## config.mk

```make
export PLATFORM = sky130hd
export DESIGN_NAME = fifo_rd_stream
export DESIGN_NICKNAME = d
export VERILOG_FILES = /design/src/rtl/fifo_rd_stream.sv
export SDC_FILE = /design/constraint.sdc
export NUM_CORES = 1
export LEC_CHECK = 0
export ABC_CLOCK_PERIOD_IN_PS = 2900
export CAP_MARGIN = 20
export CORE_ASPECT_RATIO = 0.7
export CORE_UTILIZATION = 35
export DETAILED_ROUTE_END_ITERATION = 8
export PLACE_DENSITY = 0.52
export SETUP_SLACK_MARGIN = 0.4
export SLEW_MARGIN = 20
export SYNTH_ARGS = -nofsm -noshare
export SYNTH_HDL_FRONTEND = slang
export SYNTH_SLANG_ARGS = --single-unit
```

## constraint.sdc

```tcl
create_clock -name clk -period 2.9 [get_ports clk]
set_clock_uncertainty 0.2 [all_clocks]
set_input_delay 0.725 -clock clk [delete_from_list [all_inputs] [get_ports clk]]
set_output_delay 0.725 -clock clk [all_outputs]
set_load 0.1 [all_outputs]
```

## src/rtl/fifo_rd_stream.sv

```systemverilog
// Read-side adapter for the async FIFO: turns rd_en/empty plus latency-delayed
// read data into a valid/ready stream, with a credit-limited skid buffer.
module fifo_rd_stream #(
  parameter int Width = 8,
  parameter int ReadLatency = 1,
  localparam int BufDepth = ReadLatency + 2,
  localparam int LevelW = $clog2(BufDepth + 1)
) (
  input  logic              clk,
  input  logic              rst,
  input  logic              i_flush,
  output logic              o_fifo_rd_en,
  input  logic              i_fifo_empty,
  input  logic [Width-1:0]  i_fifo_rd_data,
  output logic              o_valid,
  input  logic              i_ready,
  output logic [Width-1:0]  o_data,
  output logic [LevelW-1:0] o_level
);

  // Stream handshake: a word transfers on any clk edge where o_valid && i_ready;
  // o_valid/o_data hold while o_valid && !i_ready.

  localparam int IdxW = $clog2(BufDepth);
  localparam logic [LevelW:0] DepthL = (LevelW + 1)'(BufDepth);
  localparam logic [IdxW-1:0] LastIdx = IdxW'(BufDepth - 1);

  logic [Width-1:0]       mem [BufDepth];
  logic [IdxW-1:0]        wr_idx;
  logic [IdxW-1:0]        rd_idx;
  logic [LevelW-1:0]      count;
  logic [ReadLatency-1:0] tags;
  logic [LevelW:0]        inflight;
  logic [LevelW:0]        credit_used;
  logic                   push;
  logic                   pop;

  function automatic logic [IdxW-1:0] next_idx(input logic [IdxW-1:0] idx);
    return (idx == LastIdx) ? '0 : idx + 1'b1;
  endfunction

  always_comb begin
    inflight = '0;
    for (int i = 0; i < ReadLatency; i++) begin
      inflight = inflight + {{LevelW{1'b0}}, tags[i]};
    end
  end

  // Every outstanding read owns a buffer slot, so a return can never overflow.
  assign credit_used  = {1'b0, count} + inflight;
  assign o_fifo_rd_en = !rst && !i_flush && !i_fifo_empty && (credit_used < DepthL);

  assign push    = tags[ReadLatency-1];
  assign o_valid = (count != '0);
  assign pop     = o_valid && i_ready;
  assign o_data  = mem[rd_idx];
  assign o_level = count;

  always_ff @(posedge clk) begin
    if (rst) begin
      count  <= '0;
      wr_idx <= '0;
      rd_idx <= '0;
      tags   <= '0;
      for (int i = 0; i < BufDepth; i++) begin
        mem[i] <= '0;
      end
    end else if (i_flush) begin
      count  <= '0;
      wr_idx <= '0;
      rd_idx <= '0;
      tags   <= '0;
    end else begin
      tags[0] <= o_fifo_rd_en;
      for (int i = 1; i < ReadLatency; i++) begin
        tags[i] <= tags[i-1];
      end
      if (push) begin
        mem[wr_idx] <= i_fifo_rd_data;
        wr_idx      <= next_idx(wr_idx);
      end
      if (pop) begin
        rd_idx <= next_idx(rd_idx);
      end
      case ({push, pop})
        2'b10:   count <= count + 1'b1;
        2'b01:   count <= count - 1'b1;
        default: count <= count;
      endcase
    end
  end

endmodule

```

==> run_results.csv, run 1 <==
group,metric,value,unit
synth,synth-async-reset-ratio,0,%
critical_path,crit_path_max_fanout,2,
floorplanning,core_area,0.004808,mm2
global_route,grt_util_all_layers,13.65,%
clocking,clock_path_buffers,2,
finish,final_area,0.002401,mm2
clocking,cts_root_buffer,"clkbuf_8",
run,maxCapViolCount,0,
finish,final_util,49.93,%
global_route,grtUsageMet1,16.74,%
global_route,grt_pass1_wl,4809,um
sta,fmaxAchievable,398.3,MHz
sta,setup-violations-final,0,
synth,yosys.area.top_type,"edfxtp_1",
drt,ant_nets,0,
drt,drt-initial-drc-count,59,
clocking,clock_latency,0.29,ns
global_route,grt-ovfl-total,0,
critical_path,arrival,1.59,ns
finish,area_growth,36.78,%
placement,place_area,0.002221,mm2
pwr,design_power_total,0.001349,W
floorplanning,die_h,61.25,um
critical_path,critPathCapture,"o_fifo_rd_en",
synth,yosysWarnings,0,
sta,tightest_slew,0.3766,ns
critical_path,rr_endpoint,"o_level[1]",
finish,num_antenna_cells,0,
clocking,path_clk_slew,0.08,ns
drt,wire_per_inst,14.62,um
synth,synth_cells,110,
clocking,tritoncts,"done",
sta,min_period_over_period,86.57,%
floorplanning,ios,25,
sta,setup_slack,0.3896,ns
placement,post-place-ws,0.02835,ns
sta,final-max-slew-violation-count,0,
pwr,p_per_area,561.9,mW/mm2
floorplanning,rows,21,
sta,fin_tns_setup,0,ns
sta,max_slew_margin,74.73,%
synth,synth_fp_nets,126,
critical_path,rr_worst_depth,6,
synth,netlist_top_cells_area,"edfxtp_1 55%, dfxtp_1 10%, mux4_2 10%",
placement,port_buffers,24,
sta,hold_violations,0,
synth,synth_most_common_cell,"edfxtp_1",
synth,syn_avg_cell_area,15.96,um2
drt,firstDrtPassIters,4,
synth,syn_area,0.001755,mm2
floorplanning,die-area,0.005307,mm2
synth,yosysSeqAreaShare,65.00,%
drt,vias_per_cell,4.500,
global_route,grt_start_max_net_pins,15,
global_route,groute.layer.met2.usage,21.09,%
synth,ys.flop_type,"edfxtp_1",
worst_hold_path,worstHoldPathType,"flop to flop",
drt,drc,0,
pwr,leakagePower,0.8818,nW
critical_path,critPathLaunch,"i_flush",
clocking,h-tree-depth,2,
drt,finalWirelength,3157,um
clocking,ctsHoldBuffers,0,
pwr,ir_drop,0.2500,mV
sta,finalCriticalPeriod,2.510,ns
global_route,top_usage_layer,"met2",
drt,dr_total_vias,972,
floorplanning,die_x,86.65,um
critical_path,start_kind,"input pin",
placement,place.gp.congestion,0.6647,
finish,drive_gt1_share,36.05,%
sta,rsz0062_at_grt,"yes",
synth,synth_edf_count,32,
synth,netlist_top_cells_count,"32 x edfxtp_1, 24 x and2_1, 9 x dfxtp_1",
synth,ys_seq_elements,41,
clocking,cts_sinks,41,
global_route,antenna_found_initial,0,
critical_path,crit_path_end_kind,"output port",
finish,nets,162,
global_route,grt_pass1_vias,939,
global_route,use_met3,6.568,%
finish,fillers,415,
placement,post-dp-hpwl,2152,um
clocking,cts_buffers,5,
synth,synth_cell_types,26,
critical_path,rrSetupSlack,0.87,ns
critical_path,r2r_start,"o_level[0]",
critical_path,worstSetupPathType,"input pin to output port",
synth,synth_top_area_share,54.74,%
floorplanning,initial_core_util,36.51,%
critical_path,critPathRequiredTime,1.98,ns
outcome,status,"finished clean",
## worst max-delay path: stages
cell and delay [ns]:
clkdlybuf4s15_1 0.16, or2_4 0.24, a2111oi_4 0.24, buf_12 0.22
## layout make-up
class | instances | area, um2 | area share, %
Clock buffer | 5 | 68.82 | 2.866
Timing Repair Buffer | 32 | 389.1 | 16.21
Multi-Input combinational cell | 63 | 626.9 | 26.11
Sequential cell | 41 | 1150 | 47.89
Clock inverter | 3 | 68.82 | 2.866
Inverter | 3 | 11.26 | 0.4690
Tap cell | 69 | 86.33 | 3.596
## state kept, by name, indices dropped and copies added, names as in the netlist, named ones only
register  flops
mem          32
rd_idx        2
o_level       2
push          1
wr_idx        2
## placed cells by master (no fill, tap or decap), types with 2 or more instances in the layout
cell             count
edfxtp_1            32
and2_1              24
buf_12              10
buf_4               10
clkdlybuf4s50_1      9
mux4_2               8
clkbuf_8             5
or2_2                4
dfxtp_2              4
dfxtp_1              4
inv_1                3
nor2_1               3
nor4_4               2
nand2_1              2
a21o_1               2
or3_1                2
a21oi_1              2
ha_4                 2
bufinv_16            2
## per-stage QoR
stage	hold WS, ns	instances
after floorplan	0.2532	110
after global placement	0.2703	207
after detailed placement	0.2905	207
after CTS	0.2981	216
after global routing	0.3505	216
final	0.3020	216
## repair_timing
item                                    in CTS  in global routing
endpoints found under the setup margin       9                  9
setup buffers                                1                  0
gates resized for setup                     13                  3
pin swaps                                    3                  0
## routing by layer
metal	vias to the layer above	routed length (um)
met5	-	0
met4	0	40
met3	4	93
met2	14	1521
met1	475	1502
li1	479	-
## worst min-delay path by stage
stage / start / endpoint / slack [ns] / cells past startpoint
final: rd_idx[0] / flop / 0.30 / 2
after global routing: rd_idx[0] / flop / 0.35 / 2
after CTS: rd_idx[0] / flop / 0.30 / 2
after detailed placement: rd_idx[0] / flop / 0.29 / 2
after global placement: rd_idx[0] / rd_idx[0] / 0.27 / 2
after floorplan: rd_idx[0] / flop / 0.25 / 2
## power by group
part | switching, W | internal, W
Clock | 0.000210 | 0.000347
Sequential | 0.00000515 | 0.000645
Combinational | 0.0000861 | 0.0000562
## logic make-up after synthesis
family | after synthesis | share of synthesized area (%)
buffers and inverters | 6 | 1.781
flip-flops | 41 | 65.00
adder cells (fa/ha/maj) | 3 | 2.139
AO/OA/AOI/OAI | 8 | 2.993
XOR/XNOR | 2 | 0.9980
AND/OR/NAND/NOR | 41 | 16.25
multiplexers | 9 | 10.83
Power figures use the tool's default switching activity.
==> inputs of run 2 (changes only) <==
- CORE_ASPECT_RATIO: 0.7 -> default
- DONT_BUFFER_PORTS: default -> 1
- PLACE_DENSITY: 0.52 -> 0.46
==> run 2 against run 1 <==
  * Setup slack got worse by 0.25 ns
  * Flip-flop and latch count unchanged
  * Sequential share of layout area grew 8.2 points
  * Worst hold slack got worse by 0.00080 ns
  * Global-route usage up 0.51 points
  * Highest routed layer unchanged
  * Largest cell class unchanged
==> run_results.csv, run 2 (synthesized netlist as in run 1, its figures left out) <==
group,metric,value,unit
critical_path,worstSetupPathType,"flop to output port",
drt,finalWirelength,3259,um
critical_path,crit_path_end_kind,"output port",
drt,wire_per_inst,17.06,um
finish,layout_common_cells,"32 x edfxtp_1, 24 x and2_1, 8 x mux4_2",
pwr,p_sw_share,23.33,%
outcome,status,"finished clean",
pwr,p_per_area,546.9,mW/mm2
sta,setup_slack,0.1402,ns
finish,num_antenna_cells,0,
global_route,grt_util_all_layers,14.16,%
clocking,cts_buffers,5,
drt,dr_total_vias,919,
pwr,design_power_total,0.001120,W
sta,min_period_over_period,95.17,%
drt,firstDrtPassIters,6,
worst_hold_path,hold_path_startpoint,"rd_idx[0]",
sta,tightest_slew,0.5238,ns
floorplanning,initial_core_util,36.68,%
critical_path,crit_path_max_fanout,6,
floorplanning,die_x,72.82,um
worst_hold_path,worstHoldPathType,"flop to flop",
critical_path,slowest_stage,"dfxtp_4",
sta,hold_violations,0,
placement,place.gp.congestion,0.7235,
finish,largest_reg_flops,32,
sta,final-max-slew-violation-count,0,
sta,rsz0062_at_grt,"yes",
worst_hold_path,min_delay_path_depth,2,
clocking,cts_root_buffer,"clkbuf_8",
clocking,cts_sinks,41,
pwr,ir_drop,0.1938,mV
critical_path,start_kind,"flop",
clocking,h-tree-depth,2,
finish,regMostFlops,"mem",
sta,fmaxAchievable,362.3,MHz
critical_path,arrival,1.83,ns
placement,post-dp-hpwl,2200,um
finish,nets,139,
critical_path,r2r_start,"o_level[1]",
pwr,combPwrFrac,8.2,%
critical_path,crit_top_cell,"ha_4",
critical_path,cpPeakStageDelay,0.58,ns
sta,max_slew_margin,65.16,%
drt,vias_per_cell,4.812,
critical_path,crit_chain,"ha_4, ha_4, a2111oi_4, buf_12",
clocking,tritoncts,"done",
placement,port_buffers,0,
finish,drive_gt1_share,30.65,%
critical_path,crit_buf_inv,1,
floorplanning,core_area,0.004786,mm2
drt,ant_nets,0,
floorplanning,die_h,72.82,um
placement,post-place-ws,0.3429,ns
critical_path,rr_worst_depth,6,
finish,layout_commonest_cell,"edfxtp_1",
global_route,grt_start_max_net_pins,13,
worst_hold_path,min_to,"rd_idx[0]",
floorplanning,die-area,0.005303,mm2
pwr,seq_power_share,58.4,%
pwr,intPower,0.0008588,W
drt,drc,0,
critical_path,critPathRequiredTime,1.98,ns
clocking,clock_path_buffers,2,
critical_path,critical-path-top-delay-family,"flip-flops",
floorplanning,rows,25,
clocking,ctsHoldBuffers,0,
global_route,grt_pass1_wl,5133,um
sta,fin_tns_setup,0,ns
clocking,post_cts_buffers,0,
critical_path,rr_endpoint,"o_level[1]",
pwr,p_switching,0.0002613,W
sta,finalCriticalPeriod,2.760,ns
critical_path,rrSetupSlack,0.79,ns
drt,drt-initial-drc-count,47,
finish,area_growth,16.68,%
clocking,path_clk_slew,0.08,ns
sta,setup-violations-final,0,
global_route,grt-ovfl-total,0,
floorplanning,ios,25,
pwr,power_frac_clock,33.4,%
run,maxCapViolCount,0,
pwr,leakagePower,0.7212,nW
sta,whs,0.3012,ns
global_route,grt_pass1_vias,927,
clocking,clock_latency,0.29,ns
global_route,antenna_found_initial,0,
==> run 2: changes by cell type in the layout (fill, tap and decap cells not counted), sizes merged <==
cell,change
buf,-12
bufinv,-2
clkdlybuf4s15,-1
clkbuf,+3
dlygate4sd2,-1
inv,-1
clkdlybuf4s50,-9
==> run 2: power by group through the flow <==
stage	logic, W	clock network [W]	registers, W
final	0.0000916	0.000375	0.000654
after global routing	0.0000960	0.000419	0.000655
after CTS	0.0000931	0.000390	0.000654
after detailed placement	0.0000918	0	0.000667
after global placement	0.0000904	0	0.000666
after floorplan	0.0000805	0	0.000666
==> run 2: final cells by class <==
class / instances / area [um2]
fill: 456 / 2738
tap: 67 / 83.83
inverter: 3 / 11.26
sequential: 41 / 1149
timing repair buffer: 9 / 87.58
multi-input combinational: 63 / 626.9
clock buffer: 8 / 90.09
==> run 2: metal layers <==
metal  wire length [um]  up-vias  track usage [%]
met5                  0        -                0
met4                 46        0            4.575
met3                147        5            4.420
met2               1682       21            24.82
met1               1382      454            16.50
li1                   -      439                -
==> run 2: how the worst max path moves through the flow <==
stage	start	endpoint	slack [ns]	cells past startpoint
final	o_level[0]	o_fifo_rd_en	0.14	4
after global routing	o_level[0]	o_fifo_rd_en	0.08	4
after CTS	o_level[0]	o_fifo_rd_en	0.06	4
after detailed placement	i_flush	o_fifo_rd_en	0.34	3
after global placement	i_flush	o_fifo_rd_en	0.37	3
after floorplan	i_flush	o_fifo_rd_en	-0.29	3
==> run 2: worst register-to-register path, cell delays in order, from the launching register on <==
cell     delay (ns)
dfxtp_2        0.34
buf_4          0.24
o21ai_1        0.33
inv_1          0.08
ha_1           0.32
or3_1          0.38
a21oi_1        0.15
==> run 2: through the flow <==
stage | instances | util, % | area [um2]
floorplan | 110 | - | 1779
global placement | 183 | 40.18 | 1923
detailed placement | 183 | 40.18 | 1923
CTS | 191 | 42.72 | 2044
global route | 191 | 42.80 | 2048
finish | 191 | 42.80 | 2048
==> run 2: what timing repair did <==
action | 4_1_cts | 5_1_grt
endpoints found under the hold margin | 0 | 0
setup endpoints to repair | 7 | 9
resized for setup | 6 | 1
pin swaps | 2 | 1
==> inputs of run 3 (changes only) <==
- CORE_ASPECT_RATIO: default -> 2
- CTS_BUF_LIST: default -> sky130_fd_sc_hd__clkbuf_8
==> run 3 against run 2 <==
  * Flip-flop and latch count did not move
  * Die area up 0.32%
  * Worst hold slack worse by 0.026 ns
  * Maximum frequency is 0.33% lower
  * Routed wire length rose by 5.3%
  * Critical path type unchanged
  * Clock power decreased by 6.4%
  * Sequential power about the same
  * Global-route usage up 0.57 points
  * Highest routed layer unchanged
  * Design area decreased by 0.61%
  * Total power fell by 2.2%
  * Combinational power hardly changed
==> run_results.csv, run 3 (synthesized netlist as in run 1, its figures left out) <==
group,metric,value,unit
outcome,status,"finished clean",
floorplanning,rows,36,
finish,largest_reg_flops,32,
floorplanning,die-area,0.005320,mm2
drt,dr_total_vias,955,
clocking,clock_path_buffers,2,
critical_path,arrival,1.84,ns
critical_path,crit_path_end_kind,"output port",
finish,num_antenna_cells,0,
finish,layout_common_cells,"32 x edfxtp_1, 24 x and2_1, 8 x mux4_2",
placement,place_area,0.001908,mm2
finish,regMostFlops,"mem",
finish,final_util,41.85,%
global_route,grt_start_max_net_pins,13,
placement,post-place-ws,0.3682,ns
finish,layout_commonest_cell,"edfxtp_1",
critical_path,crit_path_max_fanout,6,
drt,drt-initial-drc-count,8,
sta,fmaxAchievable,361.1,MHz
placement,port_buffers,0,
run,maxCapViolCount,0,
pwr,design_power_total,0.001096,W
sta,finalCriticalPeriod,2.769,ns
finish,fillers,454,
sta,hold_violations,0,
drt,wire_per_inst,18.96,um
clocking,path_clk_slew,0.08,ns
critical_path,critPathRequiredTime,1.98,ns
pwr,p_per_area,538.4,mW/mm2
sta,max_slew_margin,65.48,%
floorplanning,core_area,0.004865,mm2
clocking,cts_root_buffer,"clkbuf_8",
clocking,clock_latency,0.29,ns
clocking,cts_buffers,5,
drt,ant_nets,0,
finish,drive_gt1_share,31.45,%
clocking,ctsHoldBuffers,0,
clocking,tritoncts,"done",
placement,post-dp-hpwl,2340,um
sta,setup-violations-final,0,
finish,final_area,0.002036,mm2
sta,rsz0062_at_grt,"yes",
drt,vias_per_cell,5.276,
drt,finalWirelength,3432,um
global_route,grt_util_all_layers,14.73,%
finish,nets,139,
clocking,cts_sinks,41,
drt,drc,0,
floorplanning,ios,25,
floorplanning,die_x,52.08,um
global_route,antenna_found_initial,0,
global_route,grt-ovfl-total,0,
sta,final-max-slew-violation-count,0,
drt,firstDrtPassIters,2,
clocking,h-tree-depth,2,
global_route,grt_pass1_vias,1036,
worst_hold_path,worstHoldPathType,"flop to flop",
critical_path,worstSetupPathType,"flop to output port",
sta,min_period_over_period,95.48,%
sta,tightest_slew,0.5190,ns
sta,setup_slack,0.1310,ns
critical_path,start_kind,"flop",
placement,place.gp.congestion,0.6884,
floorplanning,initial_core_util,36.09,%
pwr,ir_drop,0.2965,mV
global_route,grt_pass1_wl,5237,um
floorplanning,die_h,102.2,um
pwr,leakagePower,0.7263,nW
finish,area_growth,15.97,%
sta,fin_tns_setup,0,ns
[run 3: cell types whose count changed in the layout (fill, tap and decap cells not counted)]
| cell | change |
|---|---|
| buf_12 | +1 |
| buf_4 | +1 |
| buf_6 | -2 |
| clkbuf_1 | -2 |
| clkbuf_8 | -1 |
| clkinv_2 | +2 |
| dfxtp_2 | -1 |
| dfxtp_4 | +1 |
| inv_1 | +1 |
[run 3: worst paths after layout]
check	start	end	slack [ns]	depth (start not counted)
worst min-delay path	rd_idx[0]	flop	0.28	2
worst max register to register	o_level[1]	o_level[1]	0.77	6
worst max-delay path	o_level[0]	o_fifo_rd_en	0.13	4
worst min register to register	rd_idx[0]	flop	0.28	2
[run 3: per-stage QoR]
| stage | hold slack [ns] | std cells |
|---|---|---|
| after floorplan | 0.2532 | 110 |
| after global placement | 0.2766 | 171 |
| after detailed placement | 0.2788 | 171 |
| after CTS | 0.2781 | 181 |
| after global routing | 0.3129 | 181 |
| final | 0.2756 | 181 |
[run 3: final cells by class]
type                            count  area, um2  share of cell area, %
Tap cell                           57      71.32                  3.503
Multi-Input combinational cell     63      626.9                  30.79
Inverter                            3      11.26                 0.5532
Clock buffer                        5      68.82                  3.380
Clock inverter                      3      13.76                 0.6761
Sequential cell                    41       1151                  56.55
Timing Repair Buffer                9      92.59                  4.548
[run 3: what timing repair did]
item                       4_1_cts  5_1_grt
resized for setup                6        0
hold endpoints to repair         0        0
pin swaps                        2        2
setup buffers                    2        0
setup endpoints to repair        9        7
[run 3: routing by layer]
metal  routed length [um]  global-route usage, %  up-vias
met1                 1111                  12.92      469
met3                  196                  4.911       16
met5                    0                      0        -
met4                  198                  10.81        0
met2                 1925                  26.33       35
li1                     -                      -      435
[run 3: worst max-delay path, cell delays in order (launching register included)]
cell and delay, ns:
dfxtp_4 0.59, ha_4 0.21, ha_4 0.20, a2111oi_4 0.34, buf_12 0.22
[run 3: report_power, final]
| part | leakage [nW] | internal, W | total (W) | switching (W) |
|---|---|---|---|---|
| clock | 0.0491 | 0.000163 | 0.000351 | 0.000187 |
| sequential | 0.395 | 0.000644 | 0.000654 | 0.00000956 |
| combinational | 0.282 | 0.0000201 | 0.0000918 | 0.0000716 |
| total | 0.726 | 0.000827 | 0.00110 | 0.000269 |
